$ cat src/rtl/comp_match_monitor_pkg.sv
// Shared definitions for the comparator match monitor.
// - state_e     : FSM state encoding, also exported on the state port
// - *_DEF       : default lock/unlock run lengths and counter width
// - RUN_W       : width of the internal consecutive-sample run counter
// - is_match()  : a sample is a match when both comparator pairs agree
package comp_match_monitor_pkg;

    typedef enum logic [1:0] {
        ST_IDLE   = 2'd0,
        ST_SEARCH = 2'd1,
        ST_LOCKED = 2'd2,
        ST_SLIP   = 2'd3
    } state_e;

    localparam int LOCK_LEN_DEF   = 4;
    localparam int UNLOCK_LEN_DEF = 2;
    localparam int CNT_W_DEF      = 8;
    localparam int RUN_W          = 4;

    function automatic logic is_match(input logic y1, input logic y2);
        return y1 & y2;
    endfunction

endpackage

$ cat src/rtl/comp_match_monitor_sat_counter.sv
// Saturating up-counter used for the match/miss status totals.
// Ports:
//   clk   - rising-edge clock
//   reset - asynchronous active-high reset (count -> 0)
//   clr   - synchronous clear, wins over inc
//   inc   - add one unless already at all-ones
//   q     - registered count
module sat_counter #(
    parameter int W = 8
) (
    input  logic         clk,
    input  logic         reset,
    input  logic         clr,
    input  logic         inc,
    output logic [W-1:0] q
);

    localparam logic [W-1:0] ZERO_C = {W{1'b0}};
    localparam logic [W-1:0] ONE_C  = W'(1'b1);
    localparam logic [W-1:0] MAX_C  = {W{1'b1}};

    logic [W-1:0] q_r;

    // Count register: clear first, then increment with hold at the top value.
    always_ff @(posedge clk or posedge reset) begin
        if (reset) begin
            q_r <= ZERO_C;
        end else if (clr) begin
            q_r <= ZERO_C;
        end else if (inc && (q_r != MAX_C)) begin
            q_r <= q_r + ONE_C;
        end
    end

    assign q = q_r;

endmodule

$ cat src/rtl/comp_match_monitor.sv
// Monitors the y1/y2 flags of the dual equality comparator and tracks lock.
// Lock is declared after LOCK_LEN consecutive matched samples and dropped
// after UNLOCK_LEN consecutive misses; match/miss totals saturate.
// Ports:
//   clk, reset      - clock, asynchronous active-high reset
//   in_valid        - y1/y2 carry a valid comparator result this cycle
//   y1, y2          - comparator flags (ignored when in_valid=0)
//   clear           - synchronous soft clear of FSM and totals
//   lock            - state is LOCKED or SLIP
//   lock_pulse      - one cycle on SEARCH->LOCKED
//   unlock_pulse    - one cycle on exit to SEARCH from a locked state
//   state           - current FSM state encoding
//   match_total     - saturating count of matched samples
//   miss_total      - saturating count of missed samples
module comp_match_monitor
    import comp_match_monitor_pkg::*;
#(
    parameter int LOCK_LEN   = LOCK_LEN_DEF,
    parameter int UNLOCK_LEN = UNLOCK_LEN_DEF,
    parameter int CNT_W      = CNT_W_DEF
) (
    input  logic             clk,
    input  logic             reset,
    input  logic             in_valid,
    input  logic             y1,
    input  logic             y2,
    input  logic             clear,
    output logic             lock,
    output logic             lock_pulse,
    output logic             unlock_pulse,
    output logic [1:0]       state,
    output logic [CNT_W-1:0] match_total,
    output logic [CNT_W-1:0] miss_total
);

    localparam logic [RUN_W-1:0] LOCK_LEN_C   = RUN_W'(LOCK_LEN);
    localparam logic [RUN_W-1:0] UNLOCK_LEN_C = RUN_W'(UNLOCK_LEN);
    localparam logic [RUN_W-1:0] RUN_ZERO_C   = {RUN_W{1'b0}};
    localparam logic [RUN_W-1:0] RUN_ONE_C    = RUN_W'(1'b1);

    state_e           state_r;
    state_e           next_state_s;
    logic [RUN_W-1:0] run_r;
    logic [RUN_W-1:0] next_run_s;
    logic [RUN_W-1:0] run_inc_s;
    logic             lock_r;
    logic             lock_pulse_r;
    logic             unlock_pulse_r;
    logic             lock_pulse_s;
    logic             unlock_pulse_s;
    logic             match_s;

    assign match_s   = is_match(y1, y2);
    assign run_inc_s = run_r + RUN_ONE_C;

    // Next-state, run counter and pulse decode for one valid sample.
    always_comb begin
        next_state_s   = state_r;
        next_run_s     = run_r;
        lock_pulse_s   = 1'b0;
        unlock_pulse_s = 1'b0;
        if (in_valid) begin
            case (state_r)
                ST_IDLE: begin
                    if (match_s && (LOCK_LEN_C == RUN_ONE_C)) begin
                        next_state_s = ST_LOCKED;
                        next_run_s   = RUN_ZERO_C;
                    end else if (match_s) begin
                        next_state_s = ST_SEARCH;
                        next_run_s   = RUN_ONE_C;
                    end else begin
                        next_state_s = ST_SEARCH;
                        next_run_s   = RUN_ZERO_C;
                    end
                end
                ST_SEARCH: begin
                    if (match_s && (run_inc_s == LOCK_LEN_C)) begin
                        next_state_s = ST_LOCKED;
                        next_run_s   = RUN_ZERO_C;
                        lock_pulse_s = 1'b1;
                    end else if (match_s) begin
                        next_run_s   = run_inc_s;
                    end else begin
                        next_run_s   = RUN_ZERO_C;
                    end
                end
                ST_LOCKED: begin
                    // A single miss already counts as the first of the unlock run.
                    if (match_s) begin
                        next_state_s = ST_LOCKED;
                    end else if (UNLOCK_LEN_C == RUN_ONE_C) begin
                        next_state_s   = ST_SEARCH;
                        next_run_s     = RUN_ZERO_C;
                        unlock_pulse_s = 1'b1;
                    end else begin
                        next_state_s = ST_SLIP;
                        next_run_s   = RUN_ONE_C;
                    end
                end
                ST_SLIP: begin
                    if (match_s) begin
                        next_state_s = ST_LOCKED;
                        next_run_s   = RUN_ZERO_C;
                    end else if (run_inc_s == UNLOCK_LEN_C) begin
                        next_state_s   = ST_SEARCH;
                        next_run_s     = RUN_ZERO_C;
                        unlock_pulse_s = 1'b1;
                    end else begin
                        next_run_s   = run_inc_s;
                    end
                end
                default: begin
                    next_state_s = ST_IDLE;
                    next_run_s   = RUN_ZERO_C;
                end
            endcase
        end else begin
            next_state_s = state_r;
        end
    end

    // FSM state, run counter and registered status outputs; clear beats in_valid.
    always_ff @(posedge clk or posedge reset) begin
        if (reset) begin
            state_r        <= ST_IDLE;
            run_r          <= RUN_ZERO_C;
            lock_r         <= 1'b0;
            lock_pulse_r   <= 1'b0;
            unlock_pulse_r <= 1'b0;
        end else if (clear) begin
            state_r        <= ST_IDLE;
            run_r          <= RUN_ZERO_C;
            lock_r         <= 1'b0;
            lock_pulse_r   <= 1'b0;
            unlock_pulse_r <= 1'b0;
        end else begin
            state_r        <= next_state_s;
            run_r          <= next_run_s;
            lock_r         <= (next_state_s == ST_LOCKED) || (next_state_s == ST_SLIP);
            lock_pulse_r   <= lock_pulse_s;
            unlock_pulse_r <= unlock_pulse_s;
        end
    end

    sat_counter #(.W(CNT_W)) u_match_cnt (
        .clk   (clk),
        .reset (reset),
        .clr   (clear),
        .inc   (in_valid & match_s),
        .q     (match_total)
    );

    sat_counter #(.W(CNT_W)) u_miss_cnt (
        .clk   (clk),
        .reset (reset),
        .clr   (clear),
        .inc   (in_valid & ~match_s),
        .q     (miss_total)
    );

    assign state        = state_r;
    assign lock         = lock_r;
    assign lock_pulse   = lock_pulse_r;
    assign unlock_pulse = unlock_pulse_r;

endmodule

$ cat config.mk
export PLATFORM = sky130hd
export DESIGN_NAME = comp_match_monitor
export DESIGN_NICKNAME = d
export VERILOG_FILES = /design/src/rtl/comp_match_monitor_pkg.sv /design/src/rtl/comp_match_monitor_sat_counter.sv /design/src/rtl/comp_match_monitor.sv
export SDC_FILE = /design/constraint.sdc
export NUM_CORES = 1
export LEC_CHECK = 0
export CAP_MARGIN = 20
export CORE_MARGIN = 1.5
export CORE_UTILIZATION = 38
export CTS_CLUSTER_SIZE = 12
export DETAILED_ROUTE_END_ITERATION = 10
export PLACE_DENSITY = 0.69
export SYNTH_ARGS = -nofsm -noshare
export SYNTH_HDL_FRONTEND = slang
export SYNTH_SLANG_ARGS = --single-unit
$ cat constraint.sdc
create_clock -name clk -period 3.55 [get_ports clk]
set_clock_uncertainty 0.1 [all_clocks]
set_input_delay 0.8875 -clock clk [delete_from_list [all_inputs] [get_ports clk]]
set_output_delay 0.8875 -clock clk [all_outputs]
set_load 0.01 [all_outputs]
# --- Word-level counts from Yosys, hierarchy flattened ---
# Index checks and enable logic that the tools add are counted.
word_totals:
  elab_cells: 63
  ff_bits: 25
  out_inout_bits: 21
classes:
  eq_ne: 10
  n_mux: 30
  bitwise_logic: 4
  addsub: 3
  reduce_logical: 9
ops:
  columns: ["operator", "count"]
  rows:
  - ["$mux 8", 4]
  - ["$mux 4", 7]
  - ["$add 8x1->8 const B", 2]
  - ["$ne 8x8->1 const B", 2]
  - ["$pmux 4 s4", 1]
  - ["$mux 1", 12]
  - ["$mux 2", 5]
  - ["$eq 2x2->1 const B", 4]
  - ["$pmux 2 s4", 1]
  - ["$reduce_bool 2->1", 3]
  - ["$add 4x1->4 const B", 1]
  - ["$eq 4x2->1 const B", 1]
  - ["$eq 4x3->1 const B", 1]
  - ["$and 1x1->1", 3]
  - ["$logic_and 1x1->1", 3]
  - ["$ne 3x3->1 const B", 1]
  - ["$eq 2x1->1 const B", 1]
  - ["$logic_not 2->1", 1]
  - ["$reduce_and 2->1", 1]
  - ["$logic_or 1x1->1", 1]
  - ["$not 1->1", 1]

# --- Depth between registers and ports, before layout ---
depth:
  depth_word: 9
  ltp_mapped: 6
  ltp_nobuf: 6

# --- Cells and area by module ---
# From an unflattened synthesis, not the netlist that was laid out.
unflattened:
  cells_unflattened: 165
  area_unflattened_um2: 1644.1
by_module_without_submodules:
  columns: ["mod", "area_per_inst_um2", "cells_per_inst", "instances", "seq_area_each_um2"]
  rows:
  - ["sat_counter", 504.2, 49, 2, 200.2]
  - ["comp_match_monitor", 635.6, 67, 1, 225.2]

# --- Worst setup path after synthesis ---
# Ideal clock, no wire load.
synth_path:
  path_type: "input to register"
  startpoint: "input in_valid"
  endpoint: "register u_miss_cnt.q_r[7] (netlist: u_miss_cnt.q[7])"
  arrival_ns: 1.782
  setup_ns: 0.132
  stages: 6
  required_time_ns: 3.318
  path_buffers: 1
  slack_ns: 1.536
  path_cell_list: "buf_6 a21bo_4 nor4_2 nand2_1 xor2_1 nor2_1"
synth_via:
  elab_chain_len: 3
synth_lines:
  columns: ["item", "line_no", "rtl"]
  rows:
  - ["start: declaration", "comp_match_monitor.sv:24", "input logic in_valid,"]
  - ["$and 1x1->1", "comp_match_monitor.sv:157", ".inc (in_valid & ~match_s),"]
  - ["$logic_and 1x1->1", "comp_match_monitor_sat_counter.sv:30", "end else if (inc && (q_r != MAX_C)) begin"]
  - ["$reduce_bool 2->1 (no line)", null, null]
  - ["end signal: assignment", "comp_match_monitor_sat_counter.sv:31", "q_r <= q_r + ONE_C;"]
  - ["end: declaration", "comp_match_monitor_sat_counter.sv:22", "logic [W-1:0] q_r;"]
# No other way between the ends.
# A chain may end at the register's enable or synchronous reset.

# --- Final worst setup path ---
# Same ends and word-level chain as after synthesis.

==> metrics.yaml <==
dpl_cell_area_um2: 1710
ctsResizeCount: 0
met1_length_mm: 1.42
dp_slack_ps: 865
hold_class: "register to register"
wl_per_cell_um: 13.7
initial_core_util: 0.409
gr-total-overflow: 0
final-hold-violation-count: 0
power_density_nw_per_um2: 296
die_area_um2: 4080
synthTopCellsByArea: "dfrtp_1 (44%), nor2_1 (5.1%), xor2_1 (5.0%)"
yosysUniqueCellTypes: 42
fin_nets: 181
async_flop_share: 1.00
grt_pass1_wl_mm: 5.31
critPathArrivalTime_ps: 2450
slew_headroom: 0.712
drt_pre_antenna_iters: 4
p_seq_frac: 0.563
register_area_um2: 626
drt_wl_total_mm: 2.94
grt_max_degree: 26
port_buffers: 26
drive_above_1_share: 0.0828
numCtsBuffers: 3
dr_wl_met2_mm: 1.38
hpwl_mm: 2.19
drc_errors: 0
top_layer: "met4"
multiInputGateArea_um2: 756
htreeDepth: 1
startpoint_type: "input pin"
grt_pass1_vias: 1145
maxCapViolations: 0
fill_cells: 329
ant_nets: 0
worst_ep_required_time_ps: 3610
period_minus_slack_ps: 2390
grt_usage: 0.162
switchingPower_mw: 0.132
synth_top_area_frac: 0.444
dr_wl_met3_um: 121
fmax_mhz: 419
coreArea_um2: 3440
setup_violations: 0
synth_area_per_cell_um2: 10.1
yosysSeqAreaShare: 0.444
antenna_found_initial: 0
ys_ff_latch: 25
drtIter0Drc: 67
finalInstanceArea_um2: 1780
cts-root-buf: "clkbuf_8"
synth_ff_type: "dfrtp_1"
clkSinkCount: 25
status: "finished, final reports clean"
io_pins: 27
holdBufCountCts: 0
synth_cells: 140
worstPathMaxFanout: 10
post_cts_buffers: 0
internal-power_mw: 0.394
critPathCaptureType: "register"
min_period_over_period: 0.672
tightest_slew_ps: 432
yosysWarnings: 0
row_count: 21
p_comb_frac: 0.102
tritoncts: "yes"
switching_share: 0.252
diodes: 0
synth_edf_count: 0
syn-num-nets: 151
cellLeakagePower_nw: 0.721
synth_area_um2: 1410
rsz0062_at_grt: "no"
fp.dieW_um: 63.9
vias_per_cell: 5.27
cts.clk_slew.worst_paths_ps: 100
clock_latency_ps: 270
die_y_um: 63.9
syn2layout_area_growth_pct: 26.3
clkPwrFrac: 0.335
tns_ps: 0
synth_top_area_cell: "dfrtp_1"
gp_congestion: 0.856
setup_slack_ps: 1160
via_count: 1134
peakVddDrop_mv: 0.246
clockBufferDepth: 2
drv_slew: 0
critPathKind: "input pin to register"
==> cell type report <==
class | instances | area share
sequential | 25 | 0.352
timing repair buffer | 28 | 0.159
tap | 46 | 0.0324
clock buffer | 3 | 0.0232
clock inverter | 1 | 0.00422
inverter | 2 | 0.00422
multi-input combinational | 110 | 0.425
==> through the flow <==
stage / hold slack, ps / cells / utilization / total power, mW
6_report: 482 / 215 / 0.517 / 0.526
4_1_cts: 470 / 214 / 0.512 / 0.532
2_1_floorplan: 383 / 140 / - / 0.332
5_1_grt: 501 / 215 / 0.517 / 0.552
3_3_place_gp: 426 / 210 / 0.498 / 0.353
3_5_place_dp: 457 / 210 / 0.498 / 0.354
==> path summary, 6_finish.rpt <==
check                           startpoint               to  slack (ps)  cells past startpoint
worst max-delay path              in_valid  u_miss_cnt.q[7]        1160                      6
min in group asynchronous            reset         state[0]         800                      2
worst min register to register    run_r[3]         run_r[3]         480                      1
worst min-delay path              run_r[3]         run_r[3]         480                      1
worst max register to register    run_r[0]         run_r[0]        1650                      6
max in group asynchronous            reset         run_r[2]        2090                      3
==> critical path: stages <==
cell	delay [ps]
clkdlybuf4s50_1	650
a21bo_4	300
nor4_2	320
nand2_1	110
xor2_1	130
nor2_1	50
==> cells in the mapped netlist, types with 3 or more instances <==
cell type  number
dfrtp_1        25
nor2_1         19
nand2_1        11
xor2_1          8
nand3_1         7
ha_1            5
nand4_1         4
nor3_1          4
o21ai_0         4
xnor2_1         4
a21oi_1         3
a31oi_1         3
and2_1          3
==> cell families after synthesis <==
logic type / synth area share
AOI/OAI and AO/OA: 0.172
adders and majority gates: 0.0444
and+or+nand+nor: 0.232
DFF: 0.444
buffers and inverters: 0.0187
xor gates and xnor gates: 0.0747
muxes: 0.0142
==> routing by layer <==
metal | global-route usage | up-vias
li1 | - | 563
met1 | 0.216 | 549
met2 | 0.271 | 20
met3 | 0.0352 | 2
met4 | 0.0326 | 0
met5 | 0 | -
==> state kept, by name, indices dropped and copies added (netlist names) <==
signal / cells
u_match_cnt.q: 8
u_miss_cnt.q: 8
run_r: 4
state: 2
lock: 1
lock_pulse: 1
unlock_pulse: 1
==> power by group through the flow <==
| stage | registers [mW] | clock network, mW | logic (mW) |
|---|---|---|---|
| after floorplan | 0.302 | 0 | 0.0300 |
| after global placement | 0.302 | 0 | 0.0510 |
| after detailed placement | 0.302 | 0 | 0.0522 |
| after CTS | 0.296 | 0.183 | 0.0524 |
| after global routing | 0.298 | 0.194 | 0.0609 |
| final | 0.296 | 0.176 | 0.0535 |
==> cells in the final DEF (no fill, tap or decap), drive strengths merged, types with 5 or more instances in the layout <==
master,n
xor2,8
dfrtp,25
ha,5
o21ai,6
nand3,7
clkdlybuf4s50,26
nor2,19
nand2,11
Note: power is estimated with default switching activity, not from simulation.
